--- src/rtl/seq_det_pkg.sv ---
// Shared constants, state encoding and config helpers for the programmable
// serial pattern detector.
package seq_det_pkg;

  localparam int unsigned DefMaxLen = 8;
  localparam int unsigned DefLenW   = 4;
  localparam int unsigned DefCntW   = 8;
  localparam int unsigned DefToW    = 16;

  // Run-controller states.
  typedef logic [1:0] state_t;
  localparam state_t StIdle = 2'd0;
  localparam state_t StRun  = 2'd1;
  localparam state_t StDone = 2'd2;

  // A pattern length is usable only if it is in 1..max_len.
  function automatic logic valid_len(input int unsigned len, input int unsigned max_len);
    return (len != 0) && (len <= max_len);
  endfunction

endpackage

--- src/rtl/seq_match_core.sv ---
// Bit history, fill tracking and length-masked comparator. 'match' is
// combinational and flags that the bit currently shifted in completes the pattern.
module seq_match_core
  import seq_det_pkg::*;
#(
  parameter int unsigned MAXLEN = DefMaxLen,
  parameter int unsigned LENW   = DefLenW
) (
  input  logic              clk,
  input  logic              rstn,
  input  logic              clr,
  input  logic              shift_en,
  input  logic              in_bit,
  input  logic [MAXLEN-1:0] pattern,
  input  logic [LENW-1:0]   len,
  input  logic              overlap,
  output logic              match
);

  localparam logic [LENW-1:0] FillMax = LENW'(MAXLEN - 1);

  logic [MAXLEN-2:0] hist_q, hist_d;
  logic [LENW-1:0]   fill_q, fill_d;
  logic [MAXLEN-1:0] window;
  logic [MAXLEN-1:0] mask;
  logic              fill_ok;
  logic              hit;

  // Compare the newest len bits (history plus the incoming bit) against the pattern.
  always_comb begin
    window  = {hist_q, in_bit};
    mask    = ~({MAXLEN{1'b1}} << len);
    fill_ok = fill_q >= (len - LENW'(1));
    hit     = shift_en & fill_ok & ((window & mask) == (pattern & mask));
  end

  assign match = hit;

  // Shift history and advance fill; a non-overlapping hit restarts fill so the
  // completing bit cannot count toward the next match.
  always_comb begin
    hist_d = hist_q;
    fill_d = fill_q;
    if (clr) begin
      hist_d = '0;
      fill_d = '0;
    end else if (shift_en) begin
      hist_d = window[MAXLEN-2:0];
      if (hit && !overlap) begin
        fill_d = '0;
      end else if (fill_q != FillMax) begin
        fill_d = fill_q + LENW'(1);
      end
    end
  end

  // History and fill registers, synchronous active-low reset.
  always_ff @(posedge clk) begin
    if (!rstn) begin
      hist_q <= '0;
      fill_q <= '0;
    end else begin
      hist_q <= hist_d;
      fill_q <= fill_d;
    end
  end

endmodule

--- src/rtl/seq_det_ctrl.sv ---
// Run controller for the programmable pattern detector: latches a run
// configuration on start, counts matches, and finishes with done or timeout.
module seq_det_ctrl
  import seq_det_pkg::*;
#(
  parameter int unsigned MAXLEN = DefMaxLen,
  parameter int unsigned LENW   = DefLenW,
  parameter int unsigned CNTW   = DefCntW,
  parameter int unsigned TOW    = DefToW
) (
  input  logic              clk,
  input  logic              rstn,
  input  logic [MAXLEN-1:0] cfg_pattern,
  input  logic [LENW-1:0]   cfg_len,
  input  logic              cfg_overlap,
  input  logic [CNTW-1:0]   cfg_target,
  input  logic [TOW-1:0]    cfg_timeout,
  input  logic              start,
  input  logic              abort,
  input  logic              in_valid,
  input  logic              in_bit,
  output logic              match,
  output logic              busy,
  output logic              done,
  output logic              timeout,
  output logic              cfg_err,
  output logic [CNTW-1:0]   match_count
);

  state_t            state_q, state_d;
  logic [MAXLEN-1:0] pattern_q, pattern_d;
  logic [LENW-1:0]   len_q, len_d;
  logic              overlap_q, overlap_d;
  logic [CNTW-1:0]   target_q, target_d;
  logic [TOW-1:0]    to_lim_q, to_lim_d;
  logic [CNTW-1:0]   cnt_q, cnt_d;
  logic [TOW-1:0]    to_cnt_q, to_cnt_d;
  logic              done_q, done_d;
  logic              tout_q, tout_d;
  logic              err_q, err_d;

  logic              core_clr;
  logic              core_hit;
  logic              len_ok;
  logic [CNTW-1:0]   cnt_inc;
  logic [TOW-1:0]    to_inc;

  assign busy        = (state_q == StRun);
  assign done        = done_q;
  assign timeout     = tout_q;
  assign cfg_err     = err_q;
  assign match_count = cnt_q;

  assign len_ok  = valid_len(32'(cfg_len), MAXLEN);
  assign cnt_inc = cnt_q + CNTW'(1);
  assign to_inc  = to_cnt_q + TOW'(1);

  // A zero target ends the run without counting, so its single RUN cycle shows no match.
  assign match = busy & core_hit & (target_q != '0);

  seq_match_core #(
    .MAXLEN (MAXLEN),
    .LENW   (LENW)
  ) u_core (
    .clk      (clk),
    .rstn     (rstn),
    .clr      (core_clr),
    .shift_en (busy & in_valid),
    .in_bit   (in_bit),
    .pattern  (pattern_q),
    .len      (len_q),
    .overlap  (overlap_q),
    .match    (core_hit)
  );

  // FSM, config latch, match/timeout counters and status flags.
  always_comb begin
    state_d   = state_q;
    pattern_d = pattern_q;
    len_d     = len_q;
    overlap_d = overlap_q;
    target_d  = target_q;
    to_lim_d  = to_lim_q;
    cnt_d     = cnt_q;
    to_cnt_d  = to_cnt_q;
    done_d    = done_q;
    tout_d    = tout_q;
    err_d     = 1'b0;
    core_clr  = 1'b0;

    if (abort && (state_q != StIdle)) begin
      state_d = StIdle;
      done_d  = 1'b0;
      tout_d  = 1'b0;
    end else if ((state_q != StRun) && start && !abort) begin
      if (len_ok) begin
        pattern_d = cfg_pattern;
        len_d     = cfg_len;
        overlap_d = cfg_overlap;
        target_d  = cfg_target;
        to_lim_d  = cfg_timeout;
        cnt_d     = '0;
        to_cnt_d  = '0;
        done_d    = 1'b0;
        tout_d    = 1'b0;
        core_clr  = 1'b1;
        state_d   = StRun;
      end else begin
        err_d = 1'b1;
      end
    end else if (state_q == StRun) begin
      if (target_q == '0) begin
        state_d = StDone;
        done_d  = 1'b1;
      end else if (match) begin
        // A match always beats a timeout landing in the same cycle.
        cnt_d    = cnt_inc;
        to_cnt_d = '0;
        if (cnt_inc == target_q) begin
          state_d = StDone;
          done_d  = 1'b1;
        end
      end else begin
        to_cnt_d = to_inc;
        if ((to_lim_q != '0) && (to_inc == to_lim_q)) begin
          state_d = StDone;
          tout_d  = 1'b1;
        end
      end
    end
  end

  // State and datapath registers, synchronous active-low reset.
  always_ff @(posedge clk) begin
    if (!rstn) begin
      state_q   <= StIdle;
      pattern_q <= '0;
      len_q     <= '0;
      overlap_q <= 1'b0;
      target_q  <= '0;
      to_lim_q  <= '0;
      cnt_q     <= '0;
      to_cnt_q  <= '0;
      done_q    <= 1'b0;
      tout_q    <= 1'b0;
      err_q     <= 1'b0;
    end else begin
      state_q   <= state_d;
      pattern_q <= pattern_d;
      len_q     <= len_d;
      overlap_q <= overlap_d;
      target_q  <= target_d;
      to_lim_q  <= to_lim_d;
      cnt_q     <= cnt_d;
      to_cnt_q  <= to_cnt_d;
      done_q    <= done_d;
      tout_q    <= tout_d;
      err_q     <= err_d;
    end
  end

endmodule

--- config.mk ---
export PLATFORM = sky130hd
export DESIGN_NAME = seq_det_ctrl
export DESIGN_NICKNAME = d
export VERILOG_FILES = /design/src/rtl/seq_det_pkg.sv /design/src/rtl/seq_match_core.sv /design/src/rtl/seq_det_ctrl.sv
export SDC_FILE = /design/constraint.sdc
export NUM_CORES = 1
export LEC_CHECK = 0
export CORE_ASPECT_RATIO = 0.75
export CORE_MARGIN = 4
export CORE_UTILIZATION = 64
export CTS_CLUSTER_DIAMETER = 150
export CTS_CLUSTER_SIZE = 25
export DETAILED_ROUTE_END_ITERATION = 8
export DONT_BUFFER_PORTS = 1
export GPL_ROUTABILITY_DRIVEN = 0
export PLACE_DENSITY = 0.83
export SETUP_SLACK_MARGIN = 0.3
export SLEW_MARGIN = 20
export SYNTH_ARGS = -nofsm -noshare
export SYNTH_HDL_FRONTEND = slang
export SYNTH_SLANG_ARGS = --single-unit
--- constraint.sdc ---
create_clock -name clk -period 3.39 [get_ports clk]
set_input_delay 0.339 -clock clk [delete_from_list [all_inputs] [get_ports clk]]
set_output_delay 0.339 -clock clk [all_outputs]
set_load 0.01 [all_outputs]
==> metrics, run 1 <==
status completed; Slew Limit Fails 0; Most Frequent Cell on Critical Path ha_1; post-DP HPWL 7960 um; Initial Util 0.681; Rows 25; Synth cell types 54; Reg2Reg Launch Point len_q[1]; synthesis-stage register bit count 77; CP Data Required Time 3.05 ns; Crit. End Element output pin; Max rail drop VDD 0.281 mV; CTS sink cnt 77; First-pass DRT Iterations 5; Chip Height 80.1 um; worst hold endpoint cfg_err; Worst Hold Launch rstn; Remaining Overflow, GRT 0; syn nets 610; Root Driver clkbuf_8; commonest non-fill, non-tap cell in the layout nand2_1; Core Area 0.00651 mm^2; min-delay worst type in2reg; clk_lat worst skew 0.36 ns; IO Count 56; DRT Wirelength 10900 um; P_leak 1.63 nW; Hold Crit Depth 2; sw frac 0.250; Pint 0.00140 W; wire per inst 17.4 um; initial antenna violation count 0; Tmin final 2.98 ns; worst r2r dst state_q[1]; Max-slew headroom 0.452; R2R setup slack 0.48 ns; sequential area share after synthesis 0.348; crit path cell chain inv_1, ha_1, ha_1, ha_1, o21a_1, o2111ai_1, or4b_4, inv_4; IO Port Bufs 0; Pwr Density 401 mW/mm^2; Net Switching 0.000465 W; highest cell delay on the worst timing path 0.62 ns; Iter 0 DRT Violations 377; Mapped Area 0.00443 mm^2; Routed Antenna Nets 0; Final Skew 0.0114 ns; Die X 104 um; slowest stage cell, crit path or4b_4; drt drc 0; total number of vias 3985; htree depth 3; TritonCTS clock tree done; Fin Setup TNS 0 ns; vias in the first global route 3702; logic gate share of total power 0.091; Warnings, synthesis 0; Top delay family on crit path adder cells; setup violators final 0; most frequent cells in the layout 98 x nand2_1, 77 x dfxtp_1, 36 x a21boi_0, 29 x nand3_1, 26 x xnor2_1; reg2reg path depth 11; total track usage 0.276; fin crit share 0.880; Tightest Pin Transition 0.823 ns; Max Fclk 335 MHz; crit start category flip-flop; CP arrival 2.65 ns; final hold vios 0; clock-pin slew on the worst setup and hold paths 0.08 ns; area grow syn2layout 4.77%; largest net degree at the start of global routing 66; syn avg cell area 7.97 um^2; setup bufs post-CTS 0; Cell Area, Placed 0.00442 mm^2; max_cap viols 0; worst-path fanout max 6; layout cells sized above 1 0.0587; Flop pwr share 0.511; CP Buf/Inv Count 2; Final #Nets 594; Finished Cell Area 0.00464 mm^2; RSZ-0062 raised after global routing yes; CTS Buf Count 9; Max Root-Sink Buffers 2; # diodes 0; cells after synthesis 556; first-pass GRT wire length 18400 um; vias per cell 6.37; CP Class reg2out; clock group share of total power 0.398; DIE AREA 0.00833 mm^2
[cell usage after synthesis, drive strengths merged]
| library cell | instances | area [um^2] |
|---|---|---|
| nand2 | 98 | 368 |
| dfxtp | 77 | 1540 |
| a21boi | 59 | 443 |
| nand3 | 30 | 163 |
| o21ai | 29 | 156 |
| xnor2 | 26 | 228 |
| nor2 | 22 | 90.1 |
| clkbuf | 19 | 71.3 |
| nor3 | 18 | 101 |
| xor2 | 15 | 131 |
| inv | 14 | 52.6 |
| a21oi | 13 | 65.1 |
| nand4 | 13 | 81.3 |
| buf | 11 | 66.3 |
| ha | 11 | 138 |
| o21a | 11 | 82.6 |
| nand2b | 9 | 56.3 |
| nor4 | 9 | 56.3 |
| and2 | 8 | 50.1 |
| and3 | 7 | 43.8 |
| nand3b | 7 | 52.6 |
| or3 | 7 | 43.8 |
| a31oi | 6 | 37.5 |
| and4 | 5 | 43.8 |
| o211ai | 4 | 30.0 |
| a2111oi | 2 | 17.5 |
| a211oi | 2 | 15.0 |
| mux2i | 2 | 20.0 |
| nor2b | 2 | 12.5 |
| nor3b | 2 | 15.0 |
| o2111ai | 2 | 17.5 |
| o31a | 2 | 17.5 |
| or2 | 2 | 12.5 |
| or4 | 2 | 18.8 |
| or4b | 2 | 20.0 |
| a32o | 1 | 10.0 |
| a41oi | 1 | 8.76 |
| nand4b | 1 | 8.76 |
| nand4bb | 1 | 11.3 |
| nor4b | 1 | 8.76 |
| nor4bb | 1 | 10.0 |
| o22a | 1 | 8.76 |
| o22ai | 1 | 6.26 |
[layer usage]
| layer | vias up | routed length (um) | share of wire | global-route usage |
|---|---|---|---|---|
| li1 | 1933 | - | - | - |
| met1 | 1850 | 4890 | 0.45 | 0.372 |
| met2 | 188 | 4690 | 0.43 | 0.423 |
| met3 | 14 | 1230 | 0.11 | 0.0908 |
| met4 | 0 | 110 | 0.010 | 0.0784 |
| met5 | - | 0 | 0 | 0 |
[power by group through the flow]
stage	clock, W	combinational, W	sequential (W)
after floorplan	0	0.000146	0.000963
after global placement	0	0.000159	0.000971
after detailed placement	0	0.000166	0.000972
after CTS	0.000747	0.000168	0.000951
after global routing	0.000789	0.000190	0.000955
final	0.000741	0.000169	0.000951
[through the flow]
stage / total power [W] / instances / setup WS, ns / utilization / hold WS [ns]
floorplan: 0.00111 / 556 / 0.773 / - / 0.438
global placement: 0.00113 / 610 / 0.614 / 0.680 / 0.454
detailed placement: 0.00114 / 610 / 0.437 / 0.680 / 0.458
CTS: 0.00187 / 626 / 0.308 / 0.713 / 0.0736
global route: 0.00193 / 626 / 0.298 / 0.714 / 0.0860
finish: 0.00186 / 626 / 0.406 / 0.714 / 0.0750
[worst reg2reg max path, delay by kind of cell, from the launching register on]
family | cells | cell delay, ns
fa+ha+maj | 3 | 0.79
simple gates | 2 | 0.79
compound gates | 4 | 0.51
flops | 1 | 0.43
buf+inv | 2 | 0.29
[layout make-up]
type                            count  area, um^2
Clock buffer                       13         169
Clock inverter                      3        42.5
Fill cell                         496        1860
Inverter                           14        55.1
Multi-Input combinational cell    435        2710
Sequential cell                    77        1540
Tap cell                           81         101
Timing Repair Buffer                3        22.5
[what timing repair did]
action | 4_1_cts | 5_1_grt
resized for setup | 0 | 3
hold buffers | 0 | 0
endpoints found under the hold margin | 0 | 0
endpoints found under the setup margin | 0 | 7
[logic make-up after synthesis]
group | after synthesis | synth area share
and+or+nand+nor | 247 | 0.286
AOI/OAI and AO/OA | 134 | 0.207
DFF | 77 | 0.348
buffers and inverters | 44 | 0.0429
xor gates and xnor gates | 41 | 0.0810
adders and majority gates | 11 | 0.0311
muxes | 2 | 0.00452
[registers in the layout, summed over array words and instances, names as in the netlist]
signal	cells
to_cnt_q	16
to_lim_q	16
match_count	8
pattern_q	8
target_q	8
u_core.hist_q	7
len_q	4
u_core.fill_q	4
state_q	2
cfg_err	1
done	1
overlap_q	1
timeout	1
[worst max-delay path by stage]
| stage | start | end | slack, ns | cells past startpoint |
|---|---|---|---|---|
| 6_report | len_q[1] | match | 0.41 | 8 |
| 5_1_grt | len_q[0] | match | 0.30 | 8 |
| 4_1_cts | len_q[0] | match | 0.31 | 8 |
| 3_5_place_dp | len_q[0] | to_cnt_q[4] | 0.44 | 11 |
| 3_3_place_gp | len_q[1] | to_cnt_q[9] | 0.61 | 11 |
| 2_1_floorplan | len_q[1] | to_cnt_q[10] | 0.77 | 12 |
(Power assumes the default switching activity.)
==> inputs of run 2 (changes only) <==
--- a/config.mk
+++ b/config.mk
@@ -7,13 +7,13 @@
 export LEC_CHECK = 0
 export CORE_ASPECT_RATIO = 0.75
 export CORE_MARGIN = 4
-export CORE_UTILIZATION = 64
+export CORE_UTILIZATION = 65
 export CTS_CLUSTER_DIAMETER = 150
 export CTS_CLUSTER_SIZE = 25
 export DETAILED_ROUTE_END_ITERATION = 8
 export DONT_BUFFER_PORTS = 1
 export GPL_ROUTABILITY_DRIVEN = 0
-export PLACE_DENSITY = 0.83
+export PLACE_DENSITY = 0.84
 export SETUP_SLACK_MARGIN = 0.3
 export SLEW_MARGIN = 20
 export SYNTH_ARGS = -nofsm -noshare
==> constraint.sdc (replaced) <==
create_clock -name clk -period 3.7 [get_ports clk]
set_input_delay 0.37 -clock clk [delete_from_list [all_inputs] [get_ports clk]]
set_output_delay 0.37 -clock clk [all_outputs]
set_load 0.01 [all_outputs]
==> metrics, run 2 (synthesis gave the netlist of run 1 again) <==
status completed; grt met1 use 0.399 (+0.0271); drt drc 0 (unchanged); vias in the first global route 3786 (+2.3%); total number of vias 4010 (+0.63%); worst hold endpoint cfg_err; CP Data Required Time 3.33 ns (+0.28 ns); layout cells sized above 1 0.0571 (-0.00163); largest net degree at the start of global routing 66 (unchanged); most frequent cells in the layout 98 x nand2_1, 77 x dfxtp_1, 36 x a21boi_0, 29 x nand3_1, 26 x xnor2_1; Max Fclk 319 MHz; Die X 103 um (-0.71%); IO Count 56 (unchanged); Finished Cell Area 0.00462 mm^2 (-0.51%); Tmin final 3.14 ns; fin crit share 0.848; min-delay worst type in2reg; reg2reg path depth 11 (unchanged); commonest non-fill, non-tap cell in the layout nand2_1; CTS sink cnt 77 (unchanged); htree depth 3 (unchanged); Tightest Pin Transition 0.830 ns (+0.00776 ns); fillers 497 (+0.20%); crit start category flip-flop; Crit. End Element output pin; Routed Antenna Nets 0 (unchanged); First-pass DRT Iterations 5 (unchanged); grt met3 use 0.0838 (-0.00692); slowest stage cell, crit path or4b_4; Reg2Reg Launch Point len_q[1]; vias per cell 6.43 (+0.95%); Root Driver clkbuf_8; wire per inst 17.4 um (-0.15%); Pwr Density 362 mW/mm^2 (-9.7%); Setup WS pre-CTS 0.518 ns (+0.0810 ns); Fin Setup TNS 0 ns (unchanged); CP arrival 2.77 ns (+0.12 ns); crit path cell chain inv_1, ha_1, ha_1, ha_1, o21a_1, o2111ai_1, or4b_4, inv_2; Max rail drop VDD 0.368 mV (+31%); TritonCTS clock tree done; Remaining Overflow, GRT 0 (unchanged); # diodes 0 (unchanged); fin util 0.717 (+0.00324); CP Class reg2out; initial antenna violation count 0 (unchanged); worst-path fanout max 17 (+11); Rows 25 (unchanged); highest cell delay on the worst timing path 0.71 ns (+0.09 ns); Max Root-Sink Buffers 2 (unchanged); DRT Wirelength 10900 um (-0.47%); Hold Crit Depth 2 (unchanged); setup violators final 0 (unchanged); area grow syn2layout 4.23%; DIE AREA 0.00822 mm^2 (-1.4%); Final #Nets 593 (-0.17%); met2 Use GR 0.410 (-0.0138); R2R setup slack 0.75 ns (+0.27 ns); IO Port Bufs 0 (unchanged); RSZ-0062 raised after global routing no; clock-pin slew on the worst setup and hold paths 0.08 ns (about the same); Max-slew headroom 0.446 (-0.00517); post-DP HPWL 7840 um (-1.5%); Iter 0 DRT Violations 438 (+16%); P_leak 1.62 nW (-0.50%); Most Crowded Layer GR met2; Initial Util 0.688 (+0.00661); Most Frequent Cell on Critical Path ha_1; final hold vios 0 (unchanged); Final Skew 0.00968 ns (-0.00169 ns); Worst Hold Launch rstn; worst r2r dst match_count[5]; Top Registers to_cnt_q x16, to_lim_q x16; first-pass GRT wire length 18100 um (-1.9%); Cell Area, Placed 0.00442 mm^2 (-0.17%); Core Area 0.00644 mm^2 (-0.96%); setup ws final 0.563 ns (+0.157 ns); Slew Limit Fails 0 (unchanged); total track usage 0.280 (+0.00384); clk_lat worst skew 0.35 ns (about the same); CTS Buf Count 9 (unchanged); Power Total 0.00167 W (-10%); max_cap viols 0 (unchanged); Chip Height 79.5 um (-0.69%)
[run 2: how the worst max path moves through the flow]
stage / from / to / cells after the start
floorplan: len_q[1] / to_cnt_q[10] / 12
global placement: len_q[1] / match_count[2] / 11
detailed placement: len_q[1] / to_cnt_q[9] / 10
CTS: len_q[1] / match / 8
global route: len_q[1] / match / 8
finish: len_q[1] / match / 8
[run 2: where the power goes]
part,internal (W),switching [W]
registers,0.000848,0.0000239
clock network,0.000343,0.000304
logic,0.0000650,0.0000880
total,0.00126,0.000416
[run 2: routing by layer]
metal  up-vias  part of all wire
met5         -                 0
met1      1877              0.45
met4         0             0.013
met2       189              0.44
li1       1927                 -
met3        17              0.10
[run 2: repair_timing]
item                                    in CTS  in global routing
hold endpoints to repair                     0                  0
endpoints found under the setup margin       1                  0
hold buffers                                 0                  0
setup buffers                                0                  0
resized for setup                            1                  0
[run 2: per-stage QoR]
step / instances / hold WS (ns)
6_report: 624 / 0.133
5_1_grt: 624 / 0.128
4_1_cts: 624 / 0.120
3_5_place_dp: 609 / 0.467
3_3_place_gp: 609 / 0.455
2_1_floorplan: 556 / 0.438
[run 2: final cells by class]
cell class                 instances  area [um^2]  share of cell area
clock inverter                     4         47.5              0.0103
multi-input combinational        435         2710               0.587
sequential                        77         1540               0.334
tap                               81          101              0.0219
clock buffer                      11          151              0.0328
timing repair buffer               2         15.0             0.00325
inverter                          14         52.6              0.0114
[run 2: critical path, delay by kind of cell, from the launching register on]
family | cells | cell delay, ns
flip-flops | 1 | 0.43
AO/OA/AOI/OAI | 2 | 0.21
adder cells (fa/ha/maj) | 3 | 0.77
buffers and inverters | 2 | 0.30
AND/OR/NAND/NOR | 1 | 0.71
==> inputs of run 3 (changes only) <==
--- a/config.mk
+++ b/config.mk
@@ -7,13 +7,13 @@
 export LEC_CHECK = 0
 export CORE_ASPECT_RATIO = 0.75
 export CORE_MARGIN = 4
-export CORE_UTILIZATION = 65
+export CORE_UTILIZATION = 58
 export CTS_CLUSTER_DIAMETER = 150
 export CTS_CLUSTER_SIZE = 25
 export DETAILED_ROUTE_END_ITERATION = 8
 export DONT_BUFFER_PORTS = 1
 export GPL_ROUTABILITY_DRIVEN = 0
-export PLACE_DENSITY = 0.84
+export PLACE_DENSITY = 0.79
 export SETUP_SLACK_MARGIN = 0.3
 export SLEW_MARGIN = 20
 export SYNTH_ARGS = -nofsm -noshare
==> constraint.sdc (replaced) <==
create_clock -name clk -period 2.83 [get_ports clk]
set_input_delay 0.283 -clock clk [delete_from_list [all_inputs] [get_ports clk]]
set_output_delay 0.283 -clock clk [all_outputs]
set_load 0.01 [all_outputs]
==> metrics, run 3 (synthesis gave the netlist of run 1 again) <==
status completed; CTS sink cnt 77 (unchanged); fin util 0.677 (-0.0402); Final Skew 0.0152 ns (+0.00551 ns); Max Root-Sink Buffers 2 (unchanged); Final #Nets 612 (+3.2%); CP arrival 2.50 ns (-0.27 ns); First-pass DRT Iterations 5 (unchanged); Finished Cell Area 0.00501 mm^2 (+8.4%); Chip Height 83.7 um (+5.3%); min-delay worst type in2reg; Iter 0 DRT Violations 446 (+1.8%); CTS Buf Count 9 (unchanged); initial antenna violation count 0 (unchanged); total track usage 0.259 (-0.0210); wire per inst 17.6 um (+0.94%); P_leak 1.75 nW (+8.3%); max_cap viols 0 (unchanged); largest net degree at the start of global routing 66 (unchanged); CP Class reg2out; vias per cell 6.32 (-1.6%); Max rail drop VDD 0.322 mV (-13%); Slew Limit Fails 0 (unchanged); Die X 109 um (+5.4%); Crit. End Element output pin; crit start category flip-flop; commonest non-fill, non-tap cell in the layout nand2_1; clock-pin slew on the worst setup and hold paths 0.09 ns (about the same); Highest Signal Layer met4; Max Fclk 359 MHz; drt drc 0 (unchanged); RSZ-0062 raised after global routing yes; htree depth 3 (unchanged); IO Count 56 (unchanged); Top Registers to_cnt_q x16, to_lim_q x16; Remaining Overflow, GRT 0 (unchanged); final hold vios 0 (unchanged); Tmin final 2.79 ns; first-pass GRT wire length 19100 um (+5.5%); Setup WS pre-CTS 0.0463 ns (-0.472 ns); fillers 565 (+14%); Initial Util 0.599 (-0.0887); # diodes 0 (unchanged); wire length on met1 5330 um (+9.4%); setup violators final 0 (unchanged); total number of vias 4199 (+4.7%); worst setup path startpoint len_q[1]; post-DP HPWL 7830 um (about the same); non-filler cells, final 664 (+6.4%); Tightest Pin Transition 0.616 ns (-0.214 ns); CP Data Required Time 2.55 ns (-0.78 ns); Power Total 0.00226 W (+35%); Core Area 0.00740 mm^2 (+15%); IO Port Bufs 0 (unchanged); most frequent cells in the layout 97 x nand2_1, 74 x dfxtp_1, 36 x a21boi_0, 28 x nand3_1, 25 x xnor2_1; Rows 27 (+8.0%); worst-path fanout max 3 (-14); Pwr Density 451 mW/mm^2 (+25%); Reg2Reg Launch Point len_q[1]; DR WL met3 1070 um (-4.5%); TritonCTS clock tree done; Routed Antenna Nets 0 (unchanged); DRT Wirelength 11700 um (+7.4%); fin crit share 0.985; Post-CTS Hold Buffers 0 (unchanged); Root Driver clkbuf_8; met2 wire length 5040 um (+6.2%); Cell Area, Placed 0.00449 mm^2 (+1.6%); setup ws final 0.0431 ns (-0.520 ns); layout cells sized above 1 0.124 (+0.0672); area grow syn2layout 13.0%; vias in the first global route 3831 (+1.2%); Worst Hold Launch cfg_pattern[7]; R2R setup slack 0.08 ns (-0.67 ns); clk_lat worst skew 0.36 ns (about the same); placed instance count 635 (+4.3%); Max-slew headroom 0.585 (+0.139); DIE AREA 0.00912 mm^2 (+11%)
-- run 3: changes by cell type in the layout (fill, tap and decap cells not counted), sizes merged --
cell	change
inv	-1
clkinvlp	+1
clkinv	+1
buf	+18
nand3	+1
-- run 3: critical path, cell delays in order (launching register included) --
cell and delay, ns:
dfxtp_4 0.36, buf_6 0.12, nor3_4 0.22, xnor2_2 0.12, ha_4 0.27, o21a_1 0.13, o2111ai_2 0.11, or4b_4 0.52
buf_12 0.15, clkinv_8 0.04, buf_6 0.09
-- run 3: through the flow --
step / TNS [ns] / hold slack (ns)
floorplan: 0 / 0.420
finish: 0 / 0.0591
CTS: 0 / 0.0499
global route: -0.0711 / 0.0410
detailed placement: 0 / 0.421
global placement: 0 / 0.415
-- run 3: what timing repair did --
item | in CTS | in global routing
buffers inserted | 9 | 3
resized for setup | 24 | 19
pin swaps | 16 | 18
cloned | 1 | 0
endpoints found under the setup margin | 28 | 33
-- run 3: area by class of cell --
class,instances,area (um^2),area share
Multi-Input combinational cell,436,2880,0.574
Sequential cell,77,1550,0.309
Timing Repair Buffer,20,181,0.0362
Clock buffer,11,151,0.0302
Tap cell,101,126,0.0252
Inverter,14,65.1,0.0130
Clock inverter,5,58.8,0.0117
-- run 3: report_power, final --
| group | total [W] | switching (W) | internal (W) |
|---|---|---|---|
| registers | 0.00114 | 0.0000295 | 0.00111 |
| logic | 0.000238 | 0.000136 | 0.000102 |
| clock network | 0.000882 | 0.000427 | 0.000456 |
-- run 3: worst paths after layout --
path	endpoint	cells past startpoint
max	match	10
min	pattern_q[7]	2
max reg2reg	state_q[1]	12
min reg2reg	u_core.hist_q[4]	2
-- run 3: metal layers --
metal / global-route usage / vias up
met5: 0 / -
met4: 0.0803 / 0
met3: 0.0735 / 31
met2: 0.377 / 200
met1: 0.366 / 1983
li1: - / 1985
